$ cat config.mk
export PLATFORM = sky130hd
export DESIGN_NAME = y_mul_seq_flat
export DESIGN_NICKNAME = d
export VERILOG_FILES = /design/src/rtl/y_mul_pkg.sv /design/src/rtl/y_mul_seq_if.sv /design/src/rtl/y_mul_seq_adder.sv /design/src/rtl/y_mul_seq.sv /design/src/flat_wrapper.sv
export SDC_FILE = /design/constraint.sdc
export NUM_CORES = 1
export LEC_CHECK = 0
export ABC_AREA = 1
export CORE_MARGIN = 2
export CORE_UTILIZATION = 47
export CTS_CLUSTER_DIAMETER = 150
export DETAILED_ROUTE_END_ITERATION = 7
export GPL_ROUTABILITY_DRIVEN = 0
export PLACE_DENSITY = 0.78
export RECOVER_POWER = 25
export SYNTH_ARGS = -nofsm -noshare
export SYNTH_HDL_FRONTEND = slang
export SYNTH_SLANG_ARGS = --single-unit
export TNS_END_PERCENT = 100
$ cat constraint.sdc
create_clock -name clk -period 13.07 [get_ports clk]
set_input_delay 1.9605 -clock clk [delete_from_list [all_inputs] [get_ports clk]]
set_output_delay 1.9605 -clock clk [all_outputs]
set_load 0.005 [all_outputs]
$ cat src/rtl/y_mul_pkg.sv
// Shared types and constants for the sequential shift-add multiplier.
package y_mul_pkg;

    localparam int DEF_WIDTH = 32;

    typedef enum logic [1:0] {
        ST_IDLE = 2'd0,
        ST_RUN  = 2'd1,
        ST_DONE = 2'd2
    } state_t;

    function automatic int cnt_width(input int width);
        return $clog2(width) + 1;
    endfunction

endpackage

$ cat src/rtl/y_mul_seq_if.sv
// Operand/result handshake bundle between the multiplier and its client.
interface y_mul_seq_if
    import y_mul_pkg::*;
#(
    parameter int WIDTH = DEF_WIDTH
);
    logic               start_valid;
    logic               start_ready;
    logic [WIDTH-1:0]   a;
    logic [WIDTH-1:0]   b;
    logic               busy;
    logic               result_valid;
    logic               result_ready;
    logic [2*WIDTH-1:0] product;

    modport master (
        output start_valid, a, b, result_ready,
        input  start_ready, busy, result_valid, product
    );

    modport slave (
        input  start_valid, a, b, result_ready,
        output start_ready, busy, result_valid, product
    );
endinterface

$ cat src/rtl/y_mul_seq_adder.sv
// Width-generic ripple-carry adder shared by the multiplier datapath.
module y_mul_seq_adder #(
    parameter int WIDTH = 32
) (
    input  logic [WIDTH-1:0] x,
    input  logic [WIDTH-1:0] y,
    input  logic             cin,
    output logic [WIDTH-1:0] sum,
    output logic             cout
);
    always_comb begin
        logic carry;
        carry = cin;
        sum   = '0;
        for (int i = 0; i < WIDTH; i++) begin
            sum[i] = x[i] ^ y[i] ^ carry;
            carry  = (x[i] & y[i]) | (carry & (x[i] ^ y[i]));
        end
        cout = carry;
    end
endmodule

$ cat src/rtl/y_mul_seq.sv
// Sequential unsigned shift-add multiplier, one adder pass per cycle.
// Optional early termination on exhausted multiplier bits: Y_MUL_SEQ_EARLY_TERM_EN.
//   state   | meaning
//   IDLE    | accept operands
//   RUN     | one shift-add iteration per cycle
//   DONE    | product presented until consumed
module y_mul_seq
    import y_mul_pkg::*;
#(
    parameter int WIDTH = DEF_WIDTH,
    parameter int CNT_W = cnt_width(WIDTH)
) (
    input  logic      clk,
    input  logic      reset,
    y_mul_seq_if.slave bus
);
    state_t             state;
    state_t             state_next;
    logic [WIDTH-1:0]   mcand;
    logic [WIDTH-1:0]   acc_hi;
    logic [WIDTH-1:0]   acc_lo;
    logic [CNT_W-1:0]   cnt;
    logic [2*WIDTH-1:0] product_q;

    logic [WIDTH-1:0]   add_y;
    logic [WIDTH-1:0]   add_sum;
    logic               add_cout;
    logic [2*WIDTH-1:0] acc_next;
    logic [2*WIDTH-1:0] prod_final;
    logic               done_now;
    logic               accept;

    assign add_y = acc_lo[0] ? mcand : '0;

    y_mul_seq_adder #(.WIDTH(WIDTH)) u_adder (
        .x    (acc_hi),
        .y    (add_y),
        .cin  (1'b0),
        .sum  (add_sum),
        .cout (add_cout)
    );

    // Carry-out is shifted into the MSB so no product bit is lost.
    assign acc_next = {add_cout, add_sum, acc_lo[WIDTH-1:1]};

`ifdef Y_MUL_SEQ_EARLY_TERM_EN
    logic [CNT_W-1:0] shift_amt;
    logic [WIDTH-1:0] rem_mask;

    // After this iteration the low shift_amt bits of acc_lo are still multiplier bits.
    assign shift_amt  = CNT_W'(WIDTH - 1) - cnt;
    assign rem_mask   = ~({WIDTH{1'b1}} << shift_amt);
    assign done_now   = (acc_next[WIDTH-1:0] & rem_mask) == '0;
    assign prod_final = acc_next >> shift_amt;
`else
    assign done_now   = (cnt == CNT_W'(WIDTH - 1));
    assign prod_final = acc_next;
`endif

    assign accept = (state == ST_IDLE) && bus.start_valid;

    always_ff @(posedge clk) begin
        if (reset) begin
            state <= ST_IDLE;
        end else begin
            state <= state_next;
        end
    end

    always_comb begin
        state_next = state;
        case (state)
            ST_IDLE: if (bus.start_valid)  state_next = ST_RUN;
            ST_RUN:  if (done_now)         state_next = ST_DONE;
            ST_DONE: if (bus.result_ready) state_next = ST_IDLE;
            default:                       state_next = ST_IDLE;
        endcase
    end

    always_ff @(posedge clk) begin
        if (reset) begin
            mcand     <= '0;
            acc_hi    <= '0;
            acc_lo    <= '0;
            cnt       <= '0;
            product_q <= '0;
        end else if (accept) begin
            mcand  <= bus.a;
            acc_hi <= '0;
            acc_lo <= bus.b;
            cnt    <= '0;
        end else if (state == ST_RUN) begin
            {acc_hi, acc_lo} <= acc_next;
            cnt              <= cnt + CNT_W'(1);
            if (done_now) begin
                product_q <= prod_final;
            end
        end
    end

    assign bus.start_ready  = (state == ST_IDLE);
    assign bus.busy         = (state == ST_RUN) || (state == ST_DONE);
    assign bus.result_valid = (state == ST_DONE);
    assign bus.product      = product_q;
endmodule

$ cat src/flat_wrapper.sv
// flat-port wrapper written by rule: the top's interface ports become plain ports
module y_mul_seq_flat import y_mul_pkg::*;
#(
    parameter int WIDTH = DEF_WIDTH,
    parameter int CNT_W = cnt_width(WIDTH)
)
  (clk, reset, bus_start_valid, bus_a, bus_b, bus_result_ready, bus_start_ready, bus_busy, bus_result_valid, bus_product);
  y_mul_seq_if #(.WIDTH(WIDTH)) bus_i ();
  input  logic clk;
  input  logic reset;
  input wire logic [$bits(bus_i.start_valid)-1:0] bus_start_valid;
  input wire logic [$bits(bus_i.a)-1:0] bus_a;
  input wire logic [$bits(bus_i.b)-1:0] bus_b;
  input wire logic [$bits(bus_i.result_ready)-1:0] bus_result_ready;
  output wire logic [$bits(bus_i.start_ready)-1:0] bus_start_ready;
  output wire logic [$bits(bus_i.busy)-1:0] bus_busy;
  output wire logic [$bits(bus_i.result_valid)-1:0] bus_result_valid;
  output wire logic [$bits(bus_i.product)-1:0] bus_product;
  assign bus_i.start_valid = bus_start_valid;
  assign bus_i.a = bus_a;
  assign bus_i.b = bus_b;
  assign bus_i.result_ready = bus_result_ready;
  assign bus_start_ready = bus_i.start_ready;
  assign bus_busy = bus_i.busy;
  assign bus_result_valid = bus_i.result_valid;
  assign bus_product = bus_i.product;
  y_mul_seq #(.WIDTH(WIDTH), .CNT_W(CNT_W)) u_core (.clk(clk), .reset(reset), .bus(bus_i));
endmodule
==> summary.txt, run 1 <==
Run status
  • Result of the run: finished with violations
  • Violated checks: capacitance limit, slew limit

Power
  • Sequential fraction of design power: 0.436
  • Power Dens Cells: 136 mW/mm2
  • Switching power as a share of total power: 0.244
  • Clock share of power: 0.453
  • IR Drop Worst-Case VDD: 0.0948 mV
  • Switching power of the nets: 0.307 mW
  • Comb pwr share: 0.111
  • Leak Pwr: 3.53 nW
  • Internal power summed over all cells: 0.951 mW

Setup path
  • Cell family with most CP delay: adder cells
  • CP Capture Point: u_core.bus.product[62]
  • Kind of end point of the critical path: flip-flop
  • Largest stage delay on the critical path: 0.41 ns
  • Most prevalent standard cell on the critical path: fa_2
  • Reg2reg setup slack: 0.55 ns
  • Maximum fanout along the worst path: 2
  • CP required: 13.41 ns
  • Start point of the critical path: u_core.acc_lo[0]
  • Cell count of the worst reg-to-reg path: 42
  • Launching point of the worst reg2reg path: u_core.acc_lo[0]
  • Max stage delay cell, worst path: fa_2
  • Worst reg2reg endpoint: u_core.bus.product[62]
  • Worst setup SP type: flip-flop
  • Critical path type: flip-flop to flip-flop
  • Data arrival time of the worst path: 12.86 ns
  • Worst path depth: 42
  • Buffering stage count on the worst path with inverters included: 7

CTS
  • Clock Sink Count: 168
  • Buffer levels on the longest clock path: 2
  • Clock latency at the later pin of the worst-skew pair: 0.42 ns
  • Number of H-tree branching levels: 4
  • Clock-pin slew on the worst setup and hold paths: 0.07 ns
  • TritonCTS clock tree: built
  • CTS buffer count: 17
  • Number of hold-repair buffers added at the cts stage: 0
  • Clock Tree Root: clkbuf_16

GRT
  • Number of antenna violations at the first check in global routing: 0
  • Global-route congestion overflow total: 0
  • Pin count of the biggest net entering global routing: 96
  • Overall Global Routing Usage: 0.223
  • Vias in the first global route: 6,193
  • Wire length of the first global-routing pass: 29,300 um

Route
  • Post-DR wirelength/cell: 14.5 um
  • Via Count: 6,304
  • Via/cell ratio: 5.21
  • Count of antenna-violating nets left after detailed routing: 0
  • Final routed wirelength across all metal layers: 17,600 um
  • Initial DRC Count: 480
  • Detailed Routing Iterations Pass 1: 5
  • Residual DRC count: 0

Die
  • Width of the chip: 128 um
  • Row cnt: 45
  • Boundary Pins: 135
  • Starting density of the core: 0.476
  • Core Box Area: 0.0151 mm2
  • Height of the chip: 128 um
  • Area enclosed by the die boundary: 0.0163 mm2

STA
  • Final period utilization: 0.958
  • RSZ-0062 raised after global routing: no
  • Final worst path period need: 12.52 ns
  • Final Hold Viols: 0
  • Max Fclk: 79.9 MHz
  • Max_slew headroom: -0.664
  • Number of pins exceeding their max-slew limit in the final report: 54
  • Number of setup violations in the final report: 0
  • Total negative slack for setup checks: 0 ns
  • Worst clock skew on the final layout: 0.00846 ns
  • Final setup slack of the worst path: 0.550 ns
  • Worst slew pin tran: 2.50 ns

Logic synthesis
  • Average size of a mapped cell: 7.84 um2
  • Number of nets produced by synthesis: 1,021
  • Warnings, synthesis: 0
  • Number of instances in the synthesized netlist: 916
  • Mapped cell area: 0.00719 mm2
  • Number of distinct library cell variants in the gate-level netlist after synthesis: 21
  • Total of flip-flops plus latches after synthesis: 168
  • Sequential area share after synthesis: 0.468

Run
  • Max capacitance violation total: 1

Placed design
  • Detailed placer's ending HPWL: 10,900 um
  • DP Worst Slack: -0.207 ns
  • Port Buffers: 134

Finish
  • Leading cell types in the layout, fill and taps excluded: nand2_1 (240), dfxtp_1 (168), clkdlybuf4s50_1 (112), a21oi_1 (104), nand3_1 (96)
  • Number of filler cells placed in the layout: 1,343
  • Leading cell type in the layout, fill and taps excluded: nand2_1
  • Diode count: 0
  • Share of final-layout standard cells stronger than drive strength 1: 0.0723
  • Total number of nets in the final design: 1,115
  • Area Growth Syn to Fin: 28.8%

Hold path
  • Kind of path behind the tightest hold check: flip-flop to flip-flop
## state kept, by name, summed over array words and instances (netlist names)
name and count:
u_core.bus.product 64, u_core.cnt 6, u_core.acc_lo 32, u_core.mcand 32, u_core.acc_hi 32, u_core.state 2
## power groups by stage
| stage | combinational [mW] | sequential (mW) | clock (mW) |
|---|---|---|---|
| after global routing | 0.156 | 0.551 | 0.599 |
| after floorplan | 0.0928 | 0.555 | 0 |
| after CTS | 0.140 | 0.548 | 0.578 |
| after global placement | 0.137 | 0.559 | 0 |
| final | 0.140 | 0.548 | 0.570 |
| after detailed placement | 0.139 | 0.559 | 0 |
## cells by family after synthesis
family          after synthesis  synth area share
compound gates              173             0.126
fa+ha+maj                    37            0.0968
buf+inv                     124            0.0750
flops                       168             0.468
simple gates                414             0.234
## layout make-up
type	instances	area, um2	share of cell area
well taps	188	235	0.0254
inverters	55	206	0.0223
flip-flops and latches	168	3360	0.363
multi-input cells	624	3360	0.363
clock buffers	20	457	0.0494
clock inverters	12	220	0.0238
repair buffers	144	1410	0.152
## tightest hold or removal path: stages, from the launching register on
cell and delay (ns):
dfxtp_1 0.31, nand2_1 0.06, a21oi_1 0.05
## how the worst min path moves through the flow
stage                                  end  slack, ns              startpoint  cells after the start
finish              u_core.bus.product[25]       0.46  u_core.bus.product[25]                      2
CTS                 u_core.bus.product[16]       0.46  u_core.bus.product[16]                      2
global route        u_core.bus.product[19]       0.47  u_core.bus.product[19]                      2
floorplan                 u_core.acc_hi[1]       0.44        u_core.acc_hi[1]                      2
detailed placement  u_core.bus.product[16]       0.45  u_core.bus.product[16]                      2
global placement    u_core.bus.product[25]       0.45  u_core.bus.product[25]                      2
## layer usage
layer | up-vias | GRT usage | part of all wire
li1 | 3152 | - | -
met1 | 2956 | 0.291 | 0.45
met2 | 180 | 0.375 | 0.49
met5 | - | 0 | 0
met4 | 0 | 0.0718 | 0.013
met3 | 16 | 0.0406 | 0.050
## what timing repair did
action                     4_1_cts  5_1_grt
resized for setup                4       10
setup endpoints to repair        2        5
buffers inserted                 0        0
pin swaps                        1        2
cloned                           0        0
## stage by stage
stage / instances / hold slack [ns] / utilization / instance area (um2) / total power [mW]
floorplan: 916 / 0.440 / - / 7220 / 0.648
global placement: 1179 / 0.447 / 0.566 / 8550 / 0.696
detailed placement: 1179 / 0.453 / 0.566 / 8550 / 0.698
CTS: 1211 / 0.461 / 0.612 / 9230 / 1.27
global route: 1211 / 0.467 / 0.613 / 9250 / 1.31
finish: 1211 / 0.455 / 0.613 / 9250 / 1.26
## cell usage after synthesis
master      n  area, um2
o21bai_1    1       7.51
nor3_1      2       10.0
clkbuf_1   39        146
ha_1        6       75.1
clkinv_1    1       3.75
a31oi_1    30        188
nand2_1   240        901
buf_4       1       7.51
buf_1       3       11.3
nand2_2     1       6.26
a21oi_1   105        526
dfxtp_1   168       3360
buf_2      20        100
o21ai_0    37        185
buf_6       6       67.6
fa_1       31        621
nor2_1     74        278
inv_2       1       3.75
nor2_2      1       6.26
nand3_1    96        480
inv_1      53        199
Power figures use the tool's default switching activity.
==> run 2: changes to the inputs <==
CTS_CLUSTER_DIAMETER = default   (was 150)
==> results of run 2 <==
Same layout as run 1: the final DEF is identical, and so are final timing and power.
==> run 3: changes to the inputs <==
CTS_CLUSTER_SIZE = 24   (was default)
==> results of run 3 <==
Same layout as run 1: the final DEF is identical, and so are final timing and power.
